--- config.mk ---
export PLATFORM = sky130hd
export DESIGN_NAME = reglk_bank_ctrl_flat
export DESIGN_NICKNAME = d
export VERILOG_FILES = /design/src/rtl/reglk_bank_ctrl_pkg.sv /design/src/rtl/reglk_bank_ctrl_if.sv /design/src/rtl/reglk_bank_ctrl_unlock_seq.sv /design/src/rtl/reglk_bank_ctrl.sv /design/src/flat_wrapper.sv
export SDC_FILE = /design/constraint.sdc
export NUM_CORES = 1
export LEC_CHECK = 0
export BUFFER_PORTS_ARGS = -buffer_cell sky130_fd_sc_hd__buf_2
export CAP_MARGIN = 20
export CORE_MARGIN = 8
export CORE_UTILIZATION = 50
export DETAILED_ROUTE_END_ITERATION = 8
export PLACE_DENSITY = 0.74
export RECOVER_POWER = 50
export SYNTH_ARGS = -nofsm -noshare
export SYNTH_HDL_FRONTEND = slang
export SYNTH_SLANG_ARGS = --single-unit
export TNS_END_PERCENT = 1
--- constraint.sdc ---
create_clock -name clk_i -period 6.2 [get_ports clk_i]
set_clock_uncertainty 0.05 [all_clocks]
set_input_delay 0.31 -clock clk_i [delete_from_list [all_inputs] [get_ports clk_i]]
set_output_delay 0.31 -clock clk_i [all_outputs]
set_load 0.02 [all_outputs]
--- src/rtl/reglk_bank_ctrl_pkg.sv ---
// Register-lock bank: shared types and constants.
// Unlock sequencer state encoding and counter width.
package reglk_bank_ctrl_pkg;

    typedef enum logic [1:0] {
        LOCKED,
        UNLOCK_PEND,
        UNLOCKED,
        RELOCK
    } reglk_state_e;

    // Wide enough for UNLOCK_DLY and UNLOCK_TIMEOUT up to 65535
    localparam int CNT_W = 16;

endpackage

--- src/rtl/reglk_bank_ctrl_if.sv ---
// Register-lock bank: request/response bus.
// One-cycle grant, registered response one cycle later.
interface reglk_bank_ctrl_if #(
    parameter int AW     = 3,
    parameter int WORD_W = 32
);
    logic              req;
    logic              we;
    logic [AW-1:0]     addr;
    logic [WORD_W-1:0] wdata;
    logic              gnt;
    logic              rvalid;
    logic [WORD_W-1:0] rdata;
    logic              err;

    modport master (
        output req, we, addr, wdata,
        input  gnt, rvalid, rdata, err
    );

    modport slave (
        input  req, we, addr, wdata,
        output gnt, rvalid, rdata, err
    );
endinterface

--- src/rtl/reglk_bank_ctrl_unlock_seq.sv ---
// Register-lock bank: debug unlock sequencer.
// Unlock delay, window timeout and word-by-word relock sweep.
module reglk_bank_ctrl_unlock_seq
    import reglk_bank_ctrl_pkg::*;
#(
    parameter  int NUM_WORDS      = 6,
    parameter  int UNLOCK_DLY     = 16,
    parameter  int UNLOCK_TIMEOUT = 1024,
    localparam int AW             = $clog2(NUM_WORDS)
) (
    input  logic          clk_i,
    input  logic          rst_ni,
    input  logic          jtag_unlock,
    input  logic          sw_relock,
    output reglk_state_e  state,
    output logic          sweep_en,
    output logic [AW-1:0] sweep_idx,
    output logic          unlocked
);

    localparam logic [CNT_W-1:0] DLY_LAST = CNT_W'(UNLOCK_DLY - 1);
    localparam logic [CNT_W-1:0] TMO_LAST = CNT_W'(UNLOCK_TIMEOUT - 1);
    localparam logic [AW-1:0]    IDX_LAST = AW'(NUM_WORDS - 1);
    localparam bit               TMO_EN   = (UNLOCK_TIMEOUT != 0);

    reglk_state_e     state_q, state_d;
    logic [CNT_W-1:0] cnt_q, cnt_d;
    logic [CNT_W-1:0] tcnt_q, tcnt_d;
    logic [AW-1:0]    idx_q, idx_d;
    logic             unl_q;
    logic             tmo_hit;

    assign tmo_hit = TMO_EN && (tcnt_q == TMO_LAST);

    // Next state and counter updates; relock strobe beats jtag
    always_comb begin
        state_d = state_q;
        cnt_d   = cnt_q;
        tcnt_d  = tcnt_q;
        idx_d   = idx_q;
        unique case (state_q)
            LOCKED: begin
                cnt_d = '0;
                if (!sw_relock && jtag_unlock) begin
                    state_d = UNLOCK_PEND;
                end
            end
            UNLOCK_PEND: begin
                if (sw_relock || !jtag_unlock) begin
                    state_d = LOCKED;
                    cnt_d   = '0;
                end else if (cnt_q == DLY_LAST) begin
                    state_d = UNLOCKED;
                    cnt_d   = '0;
                    tcnt_d  = '0;
                end else begin
                    cnt_d = cnt_q + CNT_W'(1);
                end
            end
            UNLOCKED: begin
                tcnt_d = tcnt_q + CNT_W'(1);
                if (sw_relock || !jtag_unlock || tmo_hit) begin
                    state_d = RELOCK;
                    tcnt_d  = '0;
                    idx_d   = '0;
                end
            end
            RELOCK: begin
                idx_d = idx_q + AW'(1);
                if (idx_q == IDX_LAST) begin
                    state_d = LOCKED;
                    idx_d   = '0;
                end
            end
            default: state_d = LOCKED;
        endcase
    end

    // State, counters and the registered unlocked flag
    always_ff @(posedge clk_i or negedge rst_ni) begin
        if (!rst_ni) begin
            state_q <= LOCKED;
            cnt_q   <= '0;
            tcnt_q  <= '0;
            idx_q   <= '0;
            unl_q   <= 1'b0;
        end else begin
            state_q <= state_d;
            cnt_q   <= cnt_d;
            tcnt_q  <= tcnt_d;
            idx_q   <= idx_d;
            unl_q   <= (state_d == UNLOCKED);
        end
    end

    assign state     = state_q;
    assign sweep_en  = (state_q == RELOCK);
    assign sweep_idx = idx_q;
    assign unlocked  = unl_q;

endmodule

--- src/rtl/reglk_bank_ctrl.sv ---
// Register-lock bank: lock array, access port and error logic.
// Lock bits are set-only outside the debug unlock window.
module reglk_bank_ctrl
    import reglk_bank_ctrl_pkg::*;
#(
    parameter  int NUM_WORDS      = 6,
    parameter  int WORD_W         = 32,
    parameter  int UNLOCK_DLY     = 16,
    parameter  int UNLOCK_TIMEOUT = 1024,
    localparam int AW             = $clog2(NUM_WORDS)
) (
    input  logic                        clk_i,
    input  logic                        rst_ni,
    input  logic                        jtag_unlock_i,
    input  logic                        sw_relock_i,
    reglk_bank_ctrl_if.slave            bus,
    output logic [NUM_WORDS*WORD_W-1:0] reglk_o,
    output logic                        unlocked_o
);

    localparam logic [AW:0] NW_LIM = (AW + 1)'(NUM_WORDS);

    reglk_state_e state;
    logic         sweep_en;
    logic [AW-1:0] sweep_idx;

    logic [NUM_WORDS-1:0][WORD_W-1:0] lk_q;

    logic              gnt;
    logic              addr_ok;
    logic              is_unl;
    logic [AW-1:0]     a;
    logic [WORD_W-1:0] cur;
    logic [WORD_W-1:0] wr_val;
    logic              wr_en;
    logic [WORD_W-1:0] rdata_d;
    logic              err_d;

    logic              rvalid_q;
    logic [WORD_W-1:0] rdata_q;
    logic              err_q;

    reglk_bank_ctrl_unlock_seq #(
        .NUM_WORDS      (NUM_WORDS),
        .UNLOCK_DLY     (UNLOCK_DLY),
        .UNLOCK_TIMEOUT (UNLOCK_TIMEOUT)
    ) u_seq (
        .clk_i       (clk_i),
        .rst_ni      (rst_ni),
        .jtag_unlock (jtag_unlock_i),
        .sw_relock   (sw_relock_i),
        .state       (state),
        .sweep_en    (sweep_en),
        .sweep_idx   (sweep_idx),
        .unlocked    (unlocked_o)
    );

    // Grant, address check, write value and response decode
    always_comb begin
        gnt     = bus.req && (state != RELOCK);
        addr_ok = ({1'b0, bus.addr} < NW_LIM);
        a       = addr_ok ? bus.addr : '0;
        cur     = lk_q[a];
        is_unl  = (state == UNLOCKED);
        wr_val  = is_unl ? bus.wdata : (cur | bus.wdata);
        wr_en   = gnt && bus.we && addr_ok;
        rdata_d = (gnt && !bus.we && addr_ok) ? cur : '0;
        err_d   = gnt && (!addr_ok ||
                  (bus.we && !is_unl && (|(cur & ~bus.wdata))));
    end

    // Lock array: sweep has priority, no grants happen during it
    always_ff @(posedge clk_i or negedge rst_ni) begin
        if (!rst_ni) begin
            lk_q <= '1;
        end else if (sweep_en) begin
            lk_q[sweep_idx] <= '1;
        end else if (wr_en) begin
            lk_q[a] <= wr_val;
        end
    end

    // Registered response, one cycle after grant
    always_ff @(posedge clk_i or negedge rst_ni) begin
        if (!rst_ni) begin
            rvalid_q <= 1'b0;
            rdata_q  <= '0;
            err_q    <= 1'b0;
        end else begin
            rvalid_q <= gnt;
            rdata_q  <= rdata_d;
            err_q    <= err_d;
        end
    end

    assign bus.gnt    = gnt;
    assign bus.rvalid = rvalid_q;
    assign bus.rdata  = rdata_q;
    assign bus.err    = err_q;
    assign reglk_o    = lk_q;

endmodule

--- src/flat_wrapper.sv ---
// flat-port wrapper written by rule: the top's interface ports become plain ports
module reglk_bank_ctrl_flat import reglk_bank_ctrl_pkg::*;
#(
    parameter  int NUM_WORDS      = 6,
    parameter  int WORD_W         = 32,
    parameter  int UNLOCK_DLY     = 16,
    parameter  int UNLOCK_TIMEOUT = 1024,
    localparam int AW             = $clog2(NUM_WORDS)
)
  (clk_i, rst_ni, jtag_unlock_i, sw_relock_i, reglk_o, unlocked_o, bus_req, bus_we, bus_addr, bus_wdata, bus_gnt, bus_rvalid, bus_rdata, bus_err);
  reglk_bank_ctrl_if #(.AW((3)), .WORD_W(WORD_W)) bus_i ();
  input  logic clk_i;
  input  logic rst_ni;
  input  logic jtag_unlock_i;
  input  logic sw_relock_i;
  output logic [NUM_WORDS*WORD_W-1:0] reglk_o;
  output logic unlocked_o;
  input wire logic [$bits(bus_i.req)-1:0] bus_req;
  input wire logic [$bits(bus_i.we)-1:0] bus_we;
  input wire logic [$bits(bus_i.addr)-1:0] bus_addr;
  input wire logic [$bits(bus_i.wdata)-1:0] bus_wdata;
  output wire logic [$bits(bus_i.gnt)-1:0] bus_gnt;
  output wire logic [$bits(bus_i.rvalid)-1:0] bus_rvalid;
  output wire logic [$bits(bus_i.rdata)-1:0] bus_rdata;
  output wire logic [$bits(bus_i.err)-1:0] bus_err;
  assign bus_i.req = bus_req;
  assign bus_i.we = bus_we;
  assign bus_i.addr = bus_addr;
  assign bus_i.wdata = bus_wdata;
  assign bus_gnt = bus_i.gnt;
  assign bus_rvalid = bus_i.rvalid;
  assign bus_rdata = bus_i.rdata;
  assign bus_err = bus_i.err;
  reglk_bank_ctrl #(.NUM_WORDS(NUM_WORDS), .WORD_W(WORD_W), .UNLOCK_DLY(UNLOCK_DLY), .UNLOCK_TIMEOUT(UNLOCK_TIMEOUT)) u_core (.clk_i(clk_i), .rst_ni(rst_ni), .jtag_unlock_i(jtag_unlock_i), .sw_relock_i(sw_relock_i), .bus(bus_i), .reglk_o(reglk_o), .unlocked_o(unlocked_o));
endmodule
; After elaboration in Yosys (flattened, before gate mapping)
; Index checks and enable logic that the tools add are counted.
[word_totals]
rom_bits = 0
mem_count = 0
in_bits = 41
wordCells = 92
reg_bits = 264
ram_bits = 0
latch_bits = 0
[op_classes]
reduce_logical = 27
order_cmp = 5
add_sub_neg = 3
mux = 28
mul = 0
n_div = 0
n_bitwise = 4
n_eq_ne = 11
shift = 0
[op_table]
columns = operator, n
row1 = $mux W192, 2
row2 = $bwmux W192, 1
row3 = $demux W32 S3, 2
row4 = $or A192 B192 Y192, 1
row5 = $mux W32, 5
row6 = $bmux W32 S3, 1
row7 = $mux W16, 5
row8 = $pmux W16 S2, 2
row9 = $add A16 B1 Y16 const B, 2
row10 = $and A32 B32 Y32, 1
row11 = $not A32 Y32, 1
row12 = $or A32 B32 Y32, 1
row13 = $reduce_or A32 Y1, 1
row14 = $eq A16 B10 Y1 const B, 1
row15 = $eq A16 B4 Y1 const B, 1
row16 = $logic_and A1 B1 Y1, 11
row17 = $mux W2, 5
row18 = $mux W3, 3
row19 = $lt A3 B4 Y1 const B, 2
row20 = $ne A2 B2 Y1 const B, 4
row21 = $pmux W2 S4, 1
row22 = $reduce_bool A2 Y1, 4
row23 = $eq A2 B2 Y1 const B, 3
row24 = $ge A3 B1 Y1 const B, 2
row25 = other kinds (10), 16

; Longest topological paths before layout
[logic_depth]
word_depth = 9
ltp_mapped = 12
ltp_nobuf = 8

; Modules after synthesis
; From an unflattened synthesis, not the netlist that was laid out.
[hier_totals]
hier_cells = 1258
hier_area_um2 = 12741.0
[modules_own_cells]
columns = module, area_each_um2, cells_each, n_inst
row1 = reglk_bank_ctrl, 10527.6, 1014, 1
row2 = reglk_bank_ctrl_unlock_seq, 2213.4, 244, 1

; Least setup slack after synthesis
; OpenSTA, ideal clock, no wires.
[synth_timing]
path_kind = input port to flip-flop
start = in bus_addr[1]
end = reg u_core.err_q (netlist: u_core.bus.err)
stages = 12
arrival_time_ns = 2.329
t_required_ns = 6.014
path_slack_ns = 3.686
path_cell_list = ha_1 > nor2b_4 > buf_6 > buf_6 > buf_6 > buf_2 > mux2i_1 > nor3_1 > a2111oi_0 > nand4_1 > nor4_1 > a31oi_1
[synth_via]
elab_chain_cells = 9
word_cells_on_any_way = 10
classes_between = order compare: 1 / mux: 3 / bitwise: 1 / reduce/logical: 5
[synth_rtl]
columns = item, line
row1 = "start, declared", flat_wrapper.sv:20  ; input wire logic [$bits(bus_i.addr)-1:0] bus_addr;
row2 = $lt A3 B3 Y1, reglk_bank_ctrl.sv:61  ; addr_ok = ({1'b0, bus.addr} < NW_LIM);
row3 = $mux W3, reglk_bank_ctrl.sv:62  ; a = addr_ok ? bus.addr : '0;
row4 = $bmux W32 S3, reglk_bank_ctrl.sv:63  ; cur = lk_q[a];
row5 = $mux W32 (not written as such), reglk_bank_ctrl.sv:63
row6 = $and A32 B32 Y32, reglk_bank_ctrl.sv:69  ; (bus.we && !is_unl && (|(cur & ~bus.wdata))));
row7 = $reduce_or A32 Y1, reglk_bank_ctrl.sv:69
row8 = $logic_and A1 B1 Y1, reglk_bank_ctrl.sv:69
row9 = $logic_or A1 B1 Y1 *, reglk_bank_ctrl.sv:68  ; err_d = gnt && (!addr_ok ||
row10 = $logic_and A1 B1 Y1 *, reglk_bank_ctrl.sv:68
row11 = named net u_core.err_d, reglk_bank_ctrl.sv:37  ; logic err_d;
row12 = "end signal, assigned", reglk_bank_ctrl.sv:92  ; err_q <= err_d;
row13 = "end, declared", reglk_bank_ctrl.sv:41  ; logic err_q;
; The timed path passes the listed nets; every way through them passes the cells marked *. The select of a mux whose other input is x is not followed.
; A chain may end at the register's enable or synchronous reset.

==> results.json <==
{
  "crit_fanout": 131,
  "grt.overflow.total": 0,
  "worstPathArrival_ps": 3170,
  "antenna_left": 0,
  "hold_path.class": "primary input to flip-flop",
  "grt_max_degree": 135,
  "synth-main-ff-cell": "dfstp_2",
  "finalCritPeriodShare": 0.530,
  "powerDensity_nw_per_um2": 531,
  "drive_gt1_frac": 0.222,
  "grt_usage": 0.289,
  "status": "complete, but fails checks",
  "yosysTopAreaCellShare": 0.400,
  "total_power_mw": 7.91,
  "async_flop_share": 1.00,
  "fmax_mhz": 304,
  "setup_viol": 0,
  "synth_seq_cells": 264,
  "irDropWorstVdd_mv": 0.337,
  "drt_first_pass_iters": 7,
  "grt_pass1_vias": 11400,
  "num_rows": 58,
  "viasPerCell": 6.31,
  "cts_tree": "done",
  "crit_path_max_incr_delay_ps": 2150,
  "synth_most_common_cell": "dfstp_2",
  "grt_pass1_wl_um": 69200,
  "syn_area_per_cell_um2": 10.1,
  "seq_area_frac_synth": 0.543,
  "tns_ps": 0,
  "die-area_um2": 30600,
  "critical_path_required_ps": 6080,
  "clockBufferDepth": 3,
  "ios": 269,
  "num_vias": 11600,
  "port_buffers": 268,
  "place_area_um2": 14200,
  "tightest_slew_ps": 3230,
  "wl_per_cell_um": 24.9,
  "violations": "max-capacitance violations, max-slew violations",
  "yosysUniqueCellTypes": 56,
  "slew_headroom": -1.15,
  "critPathCaptureType": "asynchronous set/reset pin",
  "synth_area_leader_cell": "dfstp_2",
  "synth_nets": 1291,
  "drt-initial-drc-count": 1439,
  "dp_hpwl_um": 31300,
  "cp_cell_sequence": "dlygate4sd3_1, clkbuf_2",
  "cpLargestDelayFamily": "buffers and inverters",
  "drv_cap": 1,
  "leakagePower_nw": 5.82,
  "clock_latency_ps": 550,
  "final_nets": 1522,
  "finish.instance_area_um2": 14900,
  "hold_viol_final": 0,
  "start_kind": "primary input",
  "numCtsBuffers": 29,
  "syn2layout_area_growth_pct": 18.1,
  "whs_ps": 106,
  "initial_core_util": 0.505,
  "maxSlewViolCount": 131,
  "slowest_stage": "clkbuf_2",
  "drcViolationCount": 0,
  "syn-instance-count": 1245,
  "die_h_um": 175,
  "grt_antenna_before_repair": 4,
  "htreeDepth": 1,
  "critPathBufInv": 2,
  "die_width_um": 175,
  "gp_congestion": 0.927,
  "synth_edf_count": 0,
  "post-cts-setup-buffers": 0,
  "syn-cell-area_um2": 12600,
  "core_area_um2": 25000,
  "yosys_warnings": 0,
  "synthTopCellsByArea": "dfstp_2, dfrtp_1, o21ai_0",
  "rsz0062_at_grt": "no",
  "post-route-min-period_ps": 3290,
  "cts_sinks": 264,
  "path_clk_slew_ps": 60,
  "cts-root-buf": "clkbuf_16",
  "critPathKind": "primary input to asynchronous set/reset pin",
  "wirelength_um": 45700,
  "synth_commonest_cells": "dfstp_2, o21ai_0, a21oi_1, nor2_1, nor3_1"
}
[flip-flops by register name, indices dropped and copies added, names as in the netlist]
register and cells:
u_core.u_seq.state 2, u_core.bus.rdata 32, u_core.reglk_o 192, u_core.u_seq.cnt_q 16, u_core.u_seq.sweep_idx 3, u_core.bus.rvalid 1
u_core.u_seq.tcnt_q 16, u_core.bus.err 1, u_core.u_seq.unlocked 1
[kinds of logic after synthesis]
| group | synth area share |
|---|---|
| multiplexers | 0.0874 |
| flip-flops | 0.543 |
| adder cells (fa/ha/maj) | 0.00496 |
| XOR/XNOR | 0.00833 |
| AND/OR/NAND/NOR | 0.154 |
| buffers and inverters | 0.0373 |
| AO/OA/AOI/OAI | 0.165 |
[area by class of cell]
class	count	area [um^2]
Tap cell	330	413
Clock inverter	12	91.3
Inverter	18	67.6
Sequential cell	264	6850
Multi-Input combinational cell	873	5340
Fill cell	2183	10100
Antenna cell	3	7.51
Timing Repair Buffer	290	1280
Clock buffer	41	841
[layer usage]
layer	up-vias	GRT usage	wire length, um
met5	-	0	13
met4	2	0.129	2110
met3	153	0.0833	5630
met2	818	0.442	20300
met1	5618	0.377	17600
li1	4967	-	-
[through the flow]
| stage | setup slack (ps) | std cells | util |
|---|---|---|---|
| finish | 2910 | 1831 | 0.596 |
| global route | 2330 | 1831 | 0.596 |
| CTS | 3170 | 1827 | 0.607 |
| detailed placement | 2580 | 1773 | 0.569 |
| global placement | 2560 | 1772 | 0.568 |
| floorplan | 3690 | 1245 | - |
[report_power, final]
part	switching, mW	total [mW]	internal, mW
clock network	0.708	1.69	0.982
logic	1.92	2.82	0.899
registers	0.647	3.40	2.76
[what timing repair did]
action / in CTS / in global routing
endpoints found under the hold margin: 16 / 0
hold buffers: 1 / 0
gates resized for setup: 0 / 0
setup endpoints to repair: 0 / 0
[worst min-delay path, cell delays in order]
cell and delay, ps:
buf_2 110, a21oi_1 100, a21oi_1 140
[layout by cell type, fill, tap and decap left out, drive strengths merged, types with 5 or more instances in the layout]
cell,synthesis,layout
nor2b,30,30
nor3,110,110
clkbuf,76,269
o21ai,182,182
nand2,48,48
nor2,115,115
a21oi,152,152
o22ai,14,14
a2111oi,5,5
nand2b,31,31
nor4,9,9
mux2i,49,49
buf,14,61
dfstp,192,192
and3,5,5
o22a,7,7
and2,5,5
clkinv,0,9
inv,18,19
xor2,9,9
dfrtp,72,72
nand4,6,6
mux4,25,25
ha,5,5
nand3,20,20
[final timing paths]
path	from	endpoint	slack (ps)	cells past startpoint
setup / recovery	rst_ni	u_core.bus.rdata[12]	2910	2
max in group clk_i	bus_addr[1]	u_core.bus.err	3110	10
setup reg to reg	u_core.u_seq.tcnt_q[0]	u_core.u_seq.tcnt_q[2]	3250	8
hold reg to reg	u_core.u_seq.tcnt_q[7]	u_core.u_seq.tcnt_q[7]	440	1
hold / removal	bus_wdata[18]	u_core.reglk_o[146]	110	3
min in group asynchronous	rst_ni	u_core.bus.rdata[2]	1260	2
Power figures use the tool's default switching activity.
